<file path="src/rtl/vga_timing_gen.sv">
// vga_timing_gen: raster position counter with registered draw coordinates, sync and frame markers.
// Outputs lag the internal (hc,vc) counter by one edge; hs_pin/vs_pin add PIPE_DELAY further edges.
module vga_timing_gen #(
    parameter int unsigned H_VISIBLE  = 640,
    parameter int unsigned H_FRONT    = 16,
    parameter int unsigned H_SYNC     = 96,
    parameter int unsigned H_BACK     = 48,
    parameter int unsigned V_VISIBLE  = 480,
    parameter int unsigned V_FRONT    = 10,
    parameter int unsigned V_SYNC     = 2,
    parameter int unsigned V_BACK     = 33,
    parameter bit          SYNC_POL   = 1'b0,
    parameter int unsigned PIPE_DELAY = 1
) (
    input  logic       vga_clk,
    input  logic       reset,
    output logic [9:0] DrawX,
    output logic [9:0] DrawY,
    output logic       blank,
    output logic       hs,
    output logic       vs,
    output logic       hs_pin,
    output logic       vs_pin,
    output logic       line_start,
    output logic       frame_start,
    output logic [7:0] frame_count
);
    localparam int unsigned H_TOTAL = H_VISIBLE + H_FRONT + H_SYNC + H_BACK;
    localparam int unsigned V_TOTAL = V_VISIBLE + V_FRONT + V_SYNC + V_BACK;

    if (H_TOTAL > 1024 || V_TOTAL > 1024) begin : g_bad_total
        $error("vga_timing_gen: H_TOTAL and V_TOTAL must not exceed 1024");
    end
    if (PIPE_DELAY > 4) begin : g_bad_delay
        $error("vga_timing_gen: PIPE_DELAY must be in 0..4");
    end

    // Inclusive bounds keep every threshold inside 10 bits even when a total is exactly 1024.
    localparam logic [9:0] H_LAST     = 10'(H_TOTAL - 1);
    localparam logic [9:0] V_LAST     = 10'(V_TOTAL - 1);
    localparam logic [9:0] H_VIS_LAST = 10'(H_VISIBLE - 1);
    localparam logic [9:0] V_VIS_LAST = 10'(V_VISIBLE - 1);
    localparam logic [9:0] HS_FIRST   = 10'(H_VISIBLE + H_FRONT);
    localparam logic [9:0] HS_LAST    = 10'(H_VISIBLE + H_FRONT + H_SYNC - 1);
    localparam logic [9:0] VS_FIRST   = 10'(V_VISIBLE + V_FRONT);
    localparam logic [9:0] VS_LAST    = 10'(V_VISIBLE + V_FRONT + V_SYNC - 1);

    logic [9:0] hc, vc;
    logic       hc_end, at_origin, hs_next, vs_next, blank_next;

    always_comb begin
        hc_end     = hc == H_LAST;
        at_origin  = hc == '0 && vc == '0;
        hs_next    = (hc >= HS_FIRST && hc <= HS_LAST) ? SYNC_POL : ~SYNC_POL;
        vs_next    = (vc >= VS_FIRST && vc <= VS_LAST) ? SYNC_POL : ~SYNC_POL;
        blank_next = hc <= H_VIS_LAST && vc <= V_VIS_LAST;
    end

    always_ff @(posedge vga_clk or posedge reset) begin
        if (reset) begin
            hc <= '0;
            vc <= '0;
        end else begin
            hc <= hc_end ? '0 : hc + 10'd1;
            vc <= hc_end ? (vc == V_LAST ? '0 : vc + 10'd1) : vc;
        end
    end

    // Every presented field is loaded from the same (hc,vc), so one output cycle describes one pixel.
    always_ff @(posedge vga_clk or posedge reset) begin
        if (reset) begin
            DrawX       <= '0;
            DrawY       <= '0;
            blank       <= 1'b0;
            hs          <= ~SYNC_POL;
            vs          <= ~SYNC_POL;
            line_start  <= 1'b0;
            frame_start <= 1'b0;
            frame_count <= '0;
        end else begin
            DrawX       <= hc;
            DrawY       <= vc;
            blank       <= blank_next;
            hs          <= hs_next;
            vs          <= vs_next;
            line_start  <= hc == '0;
            frame_start <= at_origin;
            frame_count <= frame_count + {7'd0, at_origin};
        end
    end

    if (PIPE_DELAY == 0) begin : g_no_pipe
        always_comb begin
            hs_pin = hs;
            vs_pin = vs;
        end
    end else begin : g_pipe
        logic [PIPE_DELAY-1:0] hs_sr, vs_sr;
        always_ff @(posedge vga_clk or posedge reset) begin
            if (reset) begin
                hs_sr <= {PIPE_DELAY{~SYNC_POL}};
                vs_sr <= {PIPE_DELAY{~SYNC_POL}};
            end else begin
                hs_sr <= PIPE_DELAY'({hs_sr, hs});
                vs_sr <= PIPE_DELAY'({vs_sr, vs});
            end
        end
        always_comb begin
            hs_pin = hs_sr[PIPE_DELAY-1];
            vs_pin = vs_sr[PIPE_DELAY-1];
        end
    end
endmodule
</file>
<file path="config.mk">
export PLATFORM = sky130hd
export DESIGN_NAME = vga_timing_gen
export DESIGN_NICKNAME = d
export VERILOG_FILES = /design/src/rtl/vga_timing_gen.sv
export SDC_FILE = /design/constraint.sdc
export NUM_CORES = 1
export LEC_CHECK = 0
export ABC_AREA = 0
export CELL_PAD_IN_SITES_DETAIL_PLACEMENT = 1
export CELL_PAD_IN_SITES_GLOBAL_PLACEMENT = 2
export CORE_MARGIN = 2
export CORE_UTILIZATION = 34
export CTS_CLUSTER_DIAMETER = 120
export CTS_CLUSTER_SIZE = 25
export DETAILED_ROUTE_END_ITERATION = 16
export PLACE_DENSITY_LB_ADDON = 0.1
export SLEW_MARGIN = 15
export SYNTH_ARGS = -nofsm -noshare
export SYNTH_HDL_FRONTEND = slang
export SYNTH_SLANG_ARGS = --single-unit
</file>
<file path="constraint.sdc">
create_clock -name vga_clk -period 2.7 [get_ports vga_clk]
set_input_delay 0.405 -clock vga_clk [delete_from_list [all_inputs] [get_ports vga_clk]]
set_output_delay 0.405 -clock vga_clk [all_outputs]
set_load 0.005 [all_outputs]
</file>
==> results by group <==
Outcome
  • Outcome: finished clean

Yosys
  • Most frequent cell after synthesis: dfrtp_1
  • Yosys top cell by area: dfrtp_1
  • Mapped Avg Cell Area: 12.7 sq um
  • Post-synth top cells: 51 x dfrtp_1, 12 x nand2_1, 11 x nor2_1, 8 x xnor2_1, 8 x xor2_1
  • Seq cells post-synth: 55
  • Mapped Cells: 166
  • Mapped cell area: 0.00211 sq mm
  • Yosys top cell area share: 0.605
  • Sequential fraction of the synthesis area: 0.654
  • Largest cells by area after synthesis: dfrtp_1 60%, dfstp_2 5.0%, ha_1 4.1%
  • Mapped Nets: 175
  • Main synth FF type: dfrtp_1
  • FFs w/ async S/R, synth: 1.00
  • EDFF count, synth: 0
  • Synth unique cells: 36
  • Warnings, synthesis: 0

Placed design
  • Cells after DPL: 277
  • DP HPWL: 3190 microns
  • RePlAce Congestion: 0.772
  • Port Buf Inserts: 36

Timing
  • Max-slew headroom: 0.481
  • Fin crit share: 0.850
  • Min cycle time layout: 2.30 ns
  • Setup tns final: 0 ns
  • Max Slew Vio Count: 0
  • Worst Tran Pin Value: 0.778 ns
  • Hold violation total from the final report: 0
  • Setup Skew: 0.00754 ns
  • Setup violators final: 0
  • Max Fclk: 436 MHz
  • RSZ-0062 raised after global routing: no

Clock tree
  • Clock Tree Buf Depth: 2
  • Root buffer cell: clkbuf_8
  • Post-CTS sizing: 0
  • Clock sinks: 55
  • Clk slew on worst S/H paths: 0.10 ns
  • CTS Hold Buffers Added: 0
  • Setup bufs post-CTS: 0
  • H-Tree Depth: 2
  • CTS tree: done
  • Cts bufs inserted: 5
  • Clock Latency Late Sink: 0.30 ns

Die
  • Die area: 0.00685 sq mm
  • Height of the die: 82.8 microns
  • Cell Rows: 28
  • Initial Util: 0.354
  • Core area: 0.00596 sq mm
  • Die width: 82.8 microns
  • I/O pin count: 37

Global routing
  • Pin count of the biggest net entering global routing: 40
  • GRT Util Overall: 0.141
  • Vias in the first global route: 1505
  • Total gr overflow: 0
  • First-pass GRT wire length: 7170 microns
  • Initial antenna violation count: 0

Critical path
  • Crit-path cells: inv_1, ha_1, nor3b_1, and4_1, ha_1, ha_1, and3_1, nand3_1, xnor2_1
  • CP max stage cell: dfrtp_1
  • Crit Path Category: flip-flop to flip-flop
  • Worst path most repeated cell: ha_1
  • Crit path depth: 9
  • Cells on worst reg2reg path: 9
  • Buf/Inv on CP: 1
  • WP data required: 2.90 ns
  • CP startpoint kind: flip-flop
  • Crit path largest cell delay: 0.44 ns
  • Crit path DAT: 2.49 ns
  • CP endpoint kind: flip-flop
  • Max FO, Critical Path: 5
  • CP top delay family: simple AND/OR/NAND/NOR gates

Job
  • Max-cap violations: 0

Route
  • Post-DRT Antenna Nets: 0
  • Final WL: 4350 microns
  • Post-DR vias/cell: 4.92
  • Routed len/inst: 15.3 microns
  • DR vias: 1397
  • Initial drt markers: 27
  • # DRC: 0
  • 1st-pass router iterations: 4

Final layout
  • Layout cells sized above 1: 0.0957
  • Layout fillers: 637
  • Finished Layout Cells: 284
  • Ant. Diodes: 0
  • Nets: 218
  • Area Overhead vs Synth: 27.0%

Hold path
  • Hold Crit Class: flip-flop to flip-flop
  • Hold path cells: 0

Pwr
  • PwrDens: 511 mW/mm^2
  • Peak VDD IR: 0.000204 V
  • Leak: 1.22 nW
## cells in the final DEF, fill, tap and decap left out
cell type         n
a211o_1           1
a21o_1            2
a22o_1            1
a31oi_1           1
a32o_1            1
and2_2            1
and3_1            1
and4_1            4
buf_4             4
bufinv_16         1
clkbuf_8          5
clkdlybuf4s50_1  36
clkinvlp_4        1
dfrtp_1          51
dfstp_2           4
ha_1              7
inv_1             6
inv_2             1
mux2i_1           1
nand2_1          12
nand3_1           7
nand4_1           5
nor2_1           11
nor2b_1           3
nor3_1            4
nor3_2            1
nor3b_1           2
nor4_1            3
nor4b_1           1
o2111ai_1         1
o211ai_1          2
o21a_1            1
o21ai_0           6
o31ai_1           1
or3_1             2
or3_2             1
or4b_4            1
xnor2_1           8
xor2_1            8
## metal layers
| layer | share of wire | track usage | up-vias |
|---|---|---|---|
| met1 | 0.43 | 0.170 | 718 |
| met3 | 0.028 | 0.0357 | 4 |
| li1 | - | - | 654 |
| met2 | 0.53 | 0.247 | 21 |
| met4 | 0.0099 | 0.0443 | 0 |
| met5 | 0 | 0 | - |
## worst paths after layout
| path | start | endpoint | slack [ns] |
|---|---|---|---|
| setup / recovery | vc[0]$_DFFE_PP0N_ | frame_count[6]$_DFF_PP0_ | 0.40 |
| hold / removal | vs$_DFF_PP1_ | vs_pin$_DFF_PP1_ | 0.37 |
| setup reg to reg | vc[0]$_DFFE_PP0N_ | frame_count[6]$_DFF_PP0_ | 0.40 |
| hold reg to reg | vs$_DFF_PP1_ | vs_pin$_DFF_PP1_ | 0.37 |
| max in group asynchronous | reset | vc[0]$_DFFE_PP0N_ | 1.50 |
| min in group asynchronous | reset | frame_count[0]$_DFF_PP0_ | 0.56 |
## area by class of cell
cell class | count | area (sq um) | share of cell area
Sequential cell | 55 | 1380 | 0.515
Multi-Input combinational cell | 100 | 682 | 0.254
Timing Repair Buffer | 40 | 390 | 0.146
Tap cell | 75 | 93.8 | 0.0350
Clock buffer | 5 | 68.8 | 0.0257
Clock inverter | 2 | 37.5 | 0.0140
Inverter | 7 | 26.3 | 0.00980
## power breakdown
group          leakage (nW)  internal (mW)  total [mW]  switching [mW]
clock network        0.0502          0.271       0.527           0.255
logic                 0.449        0.00327      0.0191          0.0158
registers             0.720          0.823       0.823               0
total                  1.22           1.10        1.37           0.271
## sequential cells by signal, summed over array words and instances (netlist names)
name	flops
DrawX	10
DrawY	10
hc	10
vc	10
frame_count	8
blank	1
frame_start	1
hs	1
hs_pin	1
line_start	1
vs	1
vs_pin	1
## logic make-up (layout without fill, tap and decap cells)
group | after synthesis | after routing | synth area share
XOR/XNOR | 16 | 16 | 0.0664
AND/OR/NAND/NOR | 59 | 59 | 0.155
AO/OA/AOI/OAI | 17 | 17 | 0.0557
buffers and inverters | 11 | 54 | 0.0225
multiplexers | 1 | 1 | 0.00474
adder cells (fa/ha/maj) | 7 | 7 | 0.0415
flip-flops | 55 | 55 | 0.654
## metrics by stage
stage               power, mW  setup slack, ns  utilization  hold slack (ns)  instance area [sq um]
CTS                      1.39            0.378        0.450            0.372                   2680
detailed placement      0.860            0.397        0.432            0.357                   2570
finish                   1.37            0.405        0.450            0.371                   2680
floorplan               0.851            0.720            -            0.352                   2110
global placement        0.859            0.509        0.432            0.358                   2570
global route             1.43            0.165        0.450            0.376                   2680
Note: power is estimated with default switching activity, not from simulation.
